**config.mk**
```make
export PLATFORM = sky130hd
export DESIGN_NAME = control_sequencer
export DESIGN_NICKNAME = d
export VERILOG_FILES = /design/src/rtl/control_sequencer.sv
export SDC_FILE = /design/constraint.sdc
export NUM_CORES = 1
export LEC_CHECK = 0
export ABC_AREA = 0
export CORE_MARGIN = 2
export CORE_UTILIZATION = 41
export DETAILED_ROUTE_END_ITERATION = 7
export PLACE_DENSITY = 0.82
export SKIP_CTS_REPAIR_TIMING = 1
export SYNTH_ARGS = -nofsm -noshare
export SYNTH_HDL_FRONTEND = slang
export SYNTH_SLANG_ARGS = --single-unit
```
**constraint.sdc**
```tcl
create_clock -name clock -period 1.6 [get_ports clock]
set_clock_uncertainty 0.05 [all_clocks]
set_input_delay 0.24 -clock clock [delete_from_list [all_inputs] [get_ports clock]]
set_output_delay 0.24 -clock clock [all_outputs]
set_load 0.05 [all_outputs]
```
**src/rtl/control_sequencer.sv**
```systemverilog
// Purpose : step sequencer + instruction latch driving the datapath strobes for a small register machine.
// Latency : 4 cycles FETCH-to-FETCH (3 for non-ALU ops when FAST_NONALU=1); strobes are combinational from state.
// Backpressure: iin_ready is high only in FETCH; iin/iin_valid are ignored in all other states and in HALT.
//
// Ports:
//   clock, reset      rising-edge clock, synchronous active-high reset (overrides every state)
//   iin, iin_valid    instruction word {opcode, rx, ry} and its valid flag
//   iin_ready         high while the sequencer waits in FETCH
//   mux_select        bus source: {0,rx}/{0,ry}, IMM={1,0..0}, ALU_OUT={1,0..01}, none=all ones
//   regs_enable       one-hot register write enable (T3 of write ops)
//   alu_op_select     ALU op for ALU instructions, 2'b11 otherwise
//   a_reg_enable, alu_reg_enable, imm_wr_enable, pc_wr_enable   datapath load strobes
//   branch_select     latched instruction is BEZ (T1..T3)
//   halted, step      HALT indication and current step (FETCH=0, T1=1, T2=2, T3/HALT=3)
//   retired           wrapping count of completed instructions

module control_sequencer #(
    parameter int REG_ADDR_W  = 3,
    parameter int OPCODE_W    = 3,
    parameter int FAST_NONALU = 0,
    parameter int CNT_W       = 16,
    localparam int NUM_REGS   = 2**REG_ADDR_W,
    localparam int IIN_W      = OPCODE_W + 2*REG_ADDR_W
) (
    input  logic                  clock,
    input  logic                  reset,
    input  logic [IIN_W-1:0]      iin,
    input  logic                  iin_valid,
    output logic                  iin_ready,
    output logic [REG_ADDR_W:0]   mux_select,
    output logic [NUM_REGS-1:0]   regs_enable,
    output logic [1:0]            alu_op_select,
    output logic                  a_reg_enable,
    output logic                  alu_reg_enable,
    output logic                  imm_wr_enable,
    output logic                  pc_wr_enable,
    output logic                  branch_select,
    output logic                  halted,
    output logic [1:0]            step,
    output logic [CNT_W-1:0]      retired
);

    typedef enum logic [2:0] {
        S_FETCH,
        S_T1,
        S_T2,
        S_T3,
        S_HALT
    } state_t;

    localparam logic [2:0] OP_ADD = 3'b000;
    localparam logic [2:0] OP_SUB = 3'b001;
    localparam logic [2:0] OP_NAN = 3'b010;
    localparam logic [2:0] OP_HLT = 3'b011;
    localparam logic [2:0] OP_OUT = 3'b100;
    localparam logic [2:0] OP_LDI = 3'b101;
    localparam logic [2:0] OP_BEZ = 3'b110;
    localparam logic [2:0] OP_REP = 3'b111;

    localparam logic [REG_ADDR_W:0] MUX_NONE = '1;
    localparam logic [REG_ADDR_W:0] MUX_IMM  = {1'b1, {REG_ADDR_W{1'b0}}};
    localparam logic [REG_ADDR_W:0] MUX_ALU  = MUX_IMM | (REG_ADDR_W+1)'(1);

    state_t                 state_q;
    state_t                 state_d;
    logic [IIN_W-1:0]       instr_q;
    logic [CNT_W-1:0]       retired_q;

    // Field decode of the latched instruction.
    logic [OPCODE_W-1:0]    opc;
    logic [REG_ADDR_W-1:0]  rx;
    logic [REG_ADDR_W-1:0]  ry;
    logic                   op_ok;
    logic                   is_alu;
    logic                   is_hlt;
    logic                   is_out;
    logic                   is_ldi;
    logic                   is_bez;
    logic                   is_rep;
    logic                   is_write;

    assign opc = instr_q[IIN_W-1 -: OPCODE_W];
    assign rx  = instr_q[2*REG_ADDR_W-1 -: REG_ADDR_W];
    assign ry  = instr_q[REG_ADDR_W-1:0];

    // Any set bit above the decoded low three makes the instruction a no-op:
    // every class flag drops, so it writes nothing but still walks to T3 and bumps the PC.
    assign op_ok    = ((opc >> 3) == '0);
    assign is_alu   = op_ok && (opc[2:0] == OP_ADD || opc[2:0] == OP_SUB || opc[2:0] == OP_NAN);
    assign is_hlt   = op_ok && (opc[2:0] == OP_HLT);
    assign is_out   = op_ok && (opc[2:0] == OP_OUT);
    assign is_ldi   = op_ok && (opc[2:0] == OP_LDI);
    assign is_bez   = op_ok && (opc[2:0] == OP_BEZ);
    assign is_rep   = op_ok && (opc[2:0] == OP_REP);
    assign is_write = is_alu || is_ldi || is_rep;

    assign retired = retired_q;

    always_ff @(posedge clock) begin
        if (reset) begin
            state_q   <= S_FETCH;
            instr_q   <= '0;
            retired_q <= '0;
        end else begin
            state_q <= state_d;
            if (state_q == S_FETCH && iin_valid) begin
                instr_q <= iin;
            end
            if (state_q == S_T3) begin
                retired_q <= retired_q + CNT_W'(1);
            end
        end
    end

    always_comb begin
        state_d        = state_q;
        iin_ready      = 1'b0;
        mux_select     = MUX_NONE;
        regs_enable    = '0;
        a_reg_enable   = 1'b0;
        alu_reg_enable = 1'b0;
        imm_wr_enable  = 1'b0;
        pc_wr_enable   = 1'b0;
        branch_select  = 1'b0;
        halted         = 1'b0;
        step           = 2'd3;
        alu_op_select  = is_alu ? opc[1:0] : 2'b11;

        case (state_q)
            S_FETCH: begin
                step          = 2'd0;
                iin_ready     = 1'b1;
                imm_wr_enable = iin_valid;
                if (iin_valid) begin
                    state_d = S_T1;
                end
            end
            S_T1: begin
                step          = 2'd1;
                branch_select = is_bez;
                if (is_hlt) begin
                    state_d = S_HALT;
                end else if (is_alu) begin
                    mux_select   = {1'b0, rx};
                    a_reg_enable = 1'b1;
                    state_d      = S_T2;
                end else begin
                    state_d = (FAST_NONALU != 0) ? S_T3 : S_T2;
                end
            end
            S_T2: begin
                step          = 2'd2;
                branch_select = is_bez;
                if (is_alu) begin
                    mux_select     = {1'b0, ry};
                    alu_reg_enable = 1'b1;
                end
                state_d = S_T3;
            end
            S_T3: begin
                step          = 2'd3;
                branch_select = is_bez;
                if (is_out || is_bez) begin
                    mux_select = {1'b0, rx};
                end else if (is_rep) begin
                    mux_select = {1'b0, ry};
                end else if (is_ldi) begin
                    mux_select = MUX_IMM;
                end else if (is_alu) begin
                    mux_select = MUX_ALU;
                end
                if (is_write) begin
                    regs_enable = NUM_REGS'(1) << rx;
                end
                pc_wr_enable = 1'b1;
                state_d      = S_FETCH;
            end
            S_HALT: begin
                step   = 2'd3;
                halted = 1'b1;
            end
            default: begin
                state_d = S_FETCH;
            end
        endcase

        // Reset masks every strobe in the same cycle, whatever the state register holds.
        if (reset) begin
            state_d        = S_FETCH;
            iin_ready      = 1'b0;
            mux_select     = MUX_NONE;
            regs_enable    = '0;
            a_reg_enable   = 1'b0;
            alu_reg_enable = 1'b0;
            imm_wr_enable  = 1'b0;
            pc_wr_enable   = 1'b0;
            branch_select  = 1'b0;
            halted         = 1'b0;
            alu_op_select  = 2'b11;
        end
    end

endmodule

```
==> Word-level counts from Yosys, hierarchy flattened <==
Index checks and enable logic that the tools add are counted.
{ "totals": {"reg_bits": 28, "in_bits": 12, "output_inout_bits": 39, "elab_cells": 62} }
{ "classes": {"addsub": 1, "n_eq_ne": 12, "n_shift": 1, "muxes": 34, "n_bitwise": 1, "reduce_logical": 10} }
{ "ops": {"columns": ["cell", "count"], "rows": [
  ["4-bit 2-to-1 mux", 6],
  ["8-bit 2-to-1 mux", 3],
  ["16-bit by 1-bit adder with 16-bit output, second input constant", 1],
  ["1-bit 2-to-1 mux", 16],
  ["3-bit equality test, second input constant", 5],
  ["3-bit by 2-bit equality test with 1-bit output, second input constant", 4],
  ["3-bit 2-to-1 mux", 4],
  ["3-bit case mux with 4 select lines", 1],
  ["4-bit case mux with 3 select lines", 1],
  ["1-bit by 3-bit left shift with 8-bit output, first input constant", 1],
  ["3-bit by 1-bit equality test with 1-bit output, second input constant", 2],
  ["3-bit zero test", 2],
  ["2-bit case mux with 3 select lines", 1],
  ["1-bit logical OR", 5],
  ["2-bit 2-to-1 mux", 2],
  ["3-bit OR reduction", 1],
  ["2-bit inequality test, second input constant", 1],
  ["2-bit AND reduction", 1],
  ["1-bit logical AND", 1],
  ["1-bit inverter", 1]
]} }

==> Depth between registers and ports, before layout <==
Gate-level depths: netlist of run 1.
{ "logic_depth": {"word_depth": 9, "mapped_depth": 5, "depth_no_buf": 5} }

==> Worst setup path after synthesis of run 1 <==
OpenSTA, ideal clock, no wires.
{ "synth_timing": {"path_kind": "register -> output", "start": "reg state_q[2]", "end": "out halted", "arrival_ns": 2.285, "t_required_ns": 1.310, "setup_slack_ns": -0.975, "path_stages_with_launch": 3, "path_buffers": 1, "cell_sequence": "dfxtp_1 clkbuf_1 nor4b_1"} }
{ "synth_between": {"elab_chain_cells": 3} }
{ "synth_lines": {"columns": ["item", "line", "rtl"], "rows": [
  ["from (decl)", "64", "state_t state_q;"],
  ["from (signal assigned)", "105", "state_q <= state_d;"],
  ["3-bit equality test", "129", "case (state_q)"],
  ["1-bit 2-to-1 mux", "129", null],
  ["1-bit 2-to-1 mux", "188", "if (reset) begin"],
  ["to (decl)", "38", "output logic halted,"]
]} }
No other way between the ends.

==> Worst setup path in the final report of run 1 <==
{ "layout_timing": {"start": "reg instr_q[8]", "end": "out regs_enable[5]"} }
{ "layout_between": {"elab_chain_cells": 8, "elab_cells_between_ends": 12, "cone_classes": "eq/ne (4); mux (3); reduce/logical (5)"} }
{ "layout_lines": {"columns": ["item", "line", "rtl"], "rows": [
  ["from (decl)", "66", "logic [IIN_W-1:0] instr_q;"],
  ["from (signal assigned)", "107", "instr_q <= iin;"],
  ["3-bit by 1-bit equality test with 1-bit output or 3-bit zero test (tied branches)", "89", "assign is_alu = op_ok && (opc[2:0] == OP_ADD || opc[2:0] == OP_SUB || opc[2:0] == OP_NAN);"],
  ["1-bit logical OR (2 in a row)", "89", null],
  ["1-bit logical OR", "95", "assign is_write = is_alu || is_ldi || is_rep;"],
  ["1-bit logical OR (*)", "95", null],
  ["8-bit 2-to-1 mux (*)", "172", "if (is_write) begin"],
  ["8-bit 2-to-1 mux (*)", "129", null],
  ["8-bit 2-to-1 mux (*)", "188", null],
  ["to (decl)", "31", "output logic [NUM_REGS-1:0] regs_enable,"]
]} }
Every way passes the cells marked *; elsewhere a longest branch is shown, timed or not.

==> results of run 1 <==
==> cell type report <==
class,instances,area (um2)
clock buffers,3,41.3
repair buffers,96,1070
inverters,3,11.3
multi-input cells,159,1330
flip-flops and latches,28,611
well taps,48,60.1
fillers,176,513
clock inverters,1,30.0
==> worst max-delay path, stage by stage, from the launching register on <==
cell and delay, ps:
sky130_fd_sc_hd__dfxtp_2 360, sky130_fd_sc_hd__nand3b_1 190, sky130_fd_sc_hd__nand4_1 150, sky130_fd_sc_hd__or3b_4 470
sky130_fd_sc_hd__buf_4 170, sky130_fd_sc_hd__nor2_4 90, sky130_fd_sc_hd__buf_12 140
==> kinds of logic (layout without fill, tap and decap cells) <==
group                      count (synthesis)  in the layout  share of synthesized area, %
AOI/OAI and AO/OA                         30             30                          11.9
xor gates and xnor gates                  13             13                          7.24
adders and majority gates                  1              1                         0.795
buffers and inverters                     12            103                          3.10
DFF                                       28             28                          35.6
muxes                                      3              3                          2.07
and+or+nand+nor                          112            112                          39.2
==> per-stage QoR <==
stage / hold slack (ps) / worst slack (ps) / instances / power, mW / setup TNS [ps]
after floorplan: 300 / -299 / 199 / 1.02 / -1810
after global placement: 406 / -518 / 325 / 1.22 / -8030
after detailed placement: 413 / -541 / 325 / 1.23 / -8670
after CTS: 427 / -541 / 329 / 1.78 / -8560
after global routing: 460 / -588 / 338 / 1.97 / -8200
final: 442 / -547 / 338 / 1.91 / -6650
==> path summary, 6_finish.rpt <==
kind,start,to,slack (ps)
setup / recovery,instr_q[8],regs_enable[5],-550
hold / removal,instr_q[1],instr_q[1],440
setup reg to reg,state_q[2],retired[13],-140
hold reg to reg,instr_q[1],instr_q[1],440
==> per-layer routing <==
layer	vias to the layer above	part of all wire [%]	wire length [um]
met1	923	40	2570
met5	-	0	0
met4	0	3.5	227
met2	90	51	3270
met3	26	6.0	391
li1	875	-	-
==> sequential cells by signal (all words and copies together), names as in the netlist <==
register,cells
state_q,3
instr_q,9
retired,16
==> cell usage after synthesis, drive strengths merged (5+ instances only) <==
cell type,instances
xnor2,10
clkbuf,6
nand3,5
nor3,8
nor2b,5
dfxtp,28
nor2,30
nand2b,11
nand2,26
a21oi,16
==> power by group <==
| part | internal (mW) | switching (mW) |
|---|---|---|
| combinational | 0.277 | 0.321 |
| sequential | 0.706 | 0.0298 |
| clock | 0.336 | 0.242 |
| total | 1.32 | 0.593 |
==> impl_table.tex, run 1 <==
\begin{tabular}{lr}
\hline
Metric & Value \\
\hline
\multicolumn{2}{l}{\textbf{Timing}} \\
Maximum frequency from static timing analysis & 466 MHz \\
Min setup slack post-route & -547 ps \\
Hold Violations, Final & 0 \\
Number of failing setup endpoints in the final timing report & 30 \\
Number of max-slew violations in the final report & 0 \\
Remaining max-slew budget at the tightest pin & 73.5\% \\
Tmin final & 2150 ps \\
Part of the cycle the worst path needs & 134\% \\
Transition time at the pin with the least slew margin & 395 ps \\
Unrepaired setup endpoints after global routing & yes \\
\multicolumn{2}{l}{\textbf{Clocking}} \\
Worst-path clk slew & 100 ps \\
Clock tree from TritonCTS & yes \\
Maximum clock insertion buffer count & 2 \\
Number of clock buffers inserted by TritonCTS & 3 \\
Deepest level of the CTS H-tree & 1 \\
Insertion delay to the later sink of the worst-skew pair & 280 ps \\
Buffer type at the clock tree root & sky130\_fd\_sc\_hd\_\_clkbuf\_8 \\
Num Clock Sinks & 28 \\
\multicolumn{2}{l}{\textbf{Final layout}} \\
Final antenna diode count & 0 \\
Share of post-route cells with drive strength above 1 & 57.2\% \\
Most used cells in the layout excluding fill and tap cells & 43 x sky130\_fd\_sc\_hd\_\_buf\_4, 25 x sky130\_fd\_sc\_hd\_\_nand2\_1, 22 x sky130\_fd\_sc\_hd\_\_buf\_6 \\
Leading cell type in the layout, fill and taps excluded & sky130\_fd\_sc\_hd\_\_buf\_4 \\
Net count reported at finish & 304 \\
Area added between synthesis and finish & 100\% \\
Final design area excluding fillers & 3150 um2 \\
Final design utilization & 86.0\% \\
\multicolumn{2}{l}{\textbf{GRT}} \\
GRT Max-Usage Layer & met2 \\
Met3 Use GR & 3.75\% \\
Overall fraction of global-route tracks in use & 22.4\% \\
Antenna violations before repair & 0 \\
Wire length of the first global-routing pass & 7.43 mm \\
Via count of the first global-routing pass & 1568 \\
Remaining global-route overflow & 0 \\
Met1 usage in global routing & 28.0\% \\
Pin count of the biggest net entering global routing & 34 \\
Met2 usage in global routing & 39.0\% \\
\multicolumn{2}{l}{\textbf{Yosys}} \\
Per-instance average area after synthesis & 7.90 um2 \\
Warning count from the yosys run & 0 \\
Leading register cell type out of synthesis & sky130\_fd\_sc\_hd\_\_dfxtp\_1 \\
Post-synthesis instance area & 1570 um2 \\
Portion of the post-synthesis area used by sequential elements & 35.6\% \\
EDFF count, synth & 0 \\
Yosys top cell area share & 35.6\% \\
Synth async-reset ratio & 0\% \\
Synthesized instance count & 199 \\
Yosys top cell by area & sky130\_fd\_sc\_hd\_\_dfxtp\_1 \\
Number of different library cells in the post-synthesis netlist & 39 \\
Number of flip-flops and latches in the synthesized netlist & 28 \\
Top cells by area, synth & sky130\_fd\_sc\_hd\_\_dfxtp\_1 36\%, sky130\_fd\_sc\_hd\_\_nor2\_1 7.2\%, sky130\_fd\_sc\_hd\_\_nand2\_1 6.2\% \\
Net count of the mapped netlist & 212 \\
\multicolumn{2}{l}{\textbf{Setup path}} \\
Biggest fanout along the worst timing path & 4 \\
Required time of the critical path & 1310 ps \\
Start-to-end type of the worst setup path & reg2out \\
Type of destination of the critical path & primary output \\
Kind of launch point of the worst setup path & register \\
Crit path DAT & 1860 ps \\
Cells on worst reg2reg path & 6 \\
\multicolumn{2}{l}{\textbf{Pwr}} \\
Total power per unit cell area & 607 nW/um2 \\
Worst IR drop on VDD & 0.000491 V \\
Leak Pwr & 1.32 nW \\
\multicolumn{2}{l}{\textbf{Floorplanning}} \\
Die Y-Extent & 65.9 um \\
Area enclosed by the die boundary & 4350 um2 \\
Die width & 65.9 um \\
Num rows & 22 \\
Initial standard-cell utilization of the core & 43.0\% \\
Ports placed on the boundary & 51 \\
Std-Cell Core Area & 3660 um2 \\
\multicolumn{2}{l}{\textbf{Routing}} \\
Wirelength, routed & 6.46 mm \\
Total number of vias & 1914 \\
Wirelength per Cell & 19.1 um \\
Initial DRC count & 103 \\
Vias/cell & 5.66 \\
Number of DRC violations after detailed routing & 0 \\
Number of iterations in the first detailed-routing pass & 4 \\
Final antenna-violating net count & 0 \\
\multicolumn{2}{l}{\textbf{Flow run}} \\
Max-capacitance violation count & 0 \\
\multicolumn{2}{l}{\textbf{Placed design}} \\
Placer's final routability congestion estimate & 0.954 \\
Cell Area, Placed & 2670 um2 \\
Buffers added on ports & 50 \\
HPWL reported at the end of detailed placement & 3.56 mm \\
\multicolumn{2}{l}{\textbf{Status}} \\
Outcome & finished, violations left \\
Failing checks & setup timing \\
\multicolumn{2}{l}{\textbf{Min path}} \\
Min-Delay Path Depth & 2 \\
Worst min-delay path class & reg2reg \\
\hline
\end{tabular}
Note: power is estimated with default switching activity, not from simulation.
==> run 2: changes to the inputs <==
--- a/config.mk
+++ b/config.mk
@@ -8,6 +8,7 @@
 export ABC_AREA = 0
 export CORE_MARGIN = 2
 export CORE_UTILIZATION = 41
+export CTS_CLUSTER_SIZE = 16
 export DETAILED_ROUTE_END_ITERATION = 7
 export PLACE_DENSITY = 0.82
 export SKIP_CTS_REPAIR_TIMING = 1
==> results of run 2 <==
The final DEF is identical to that of run 1; final timing and power are the same.
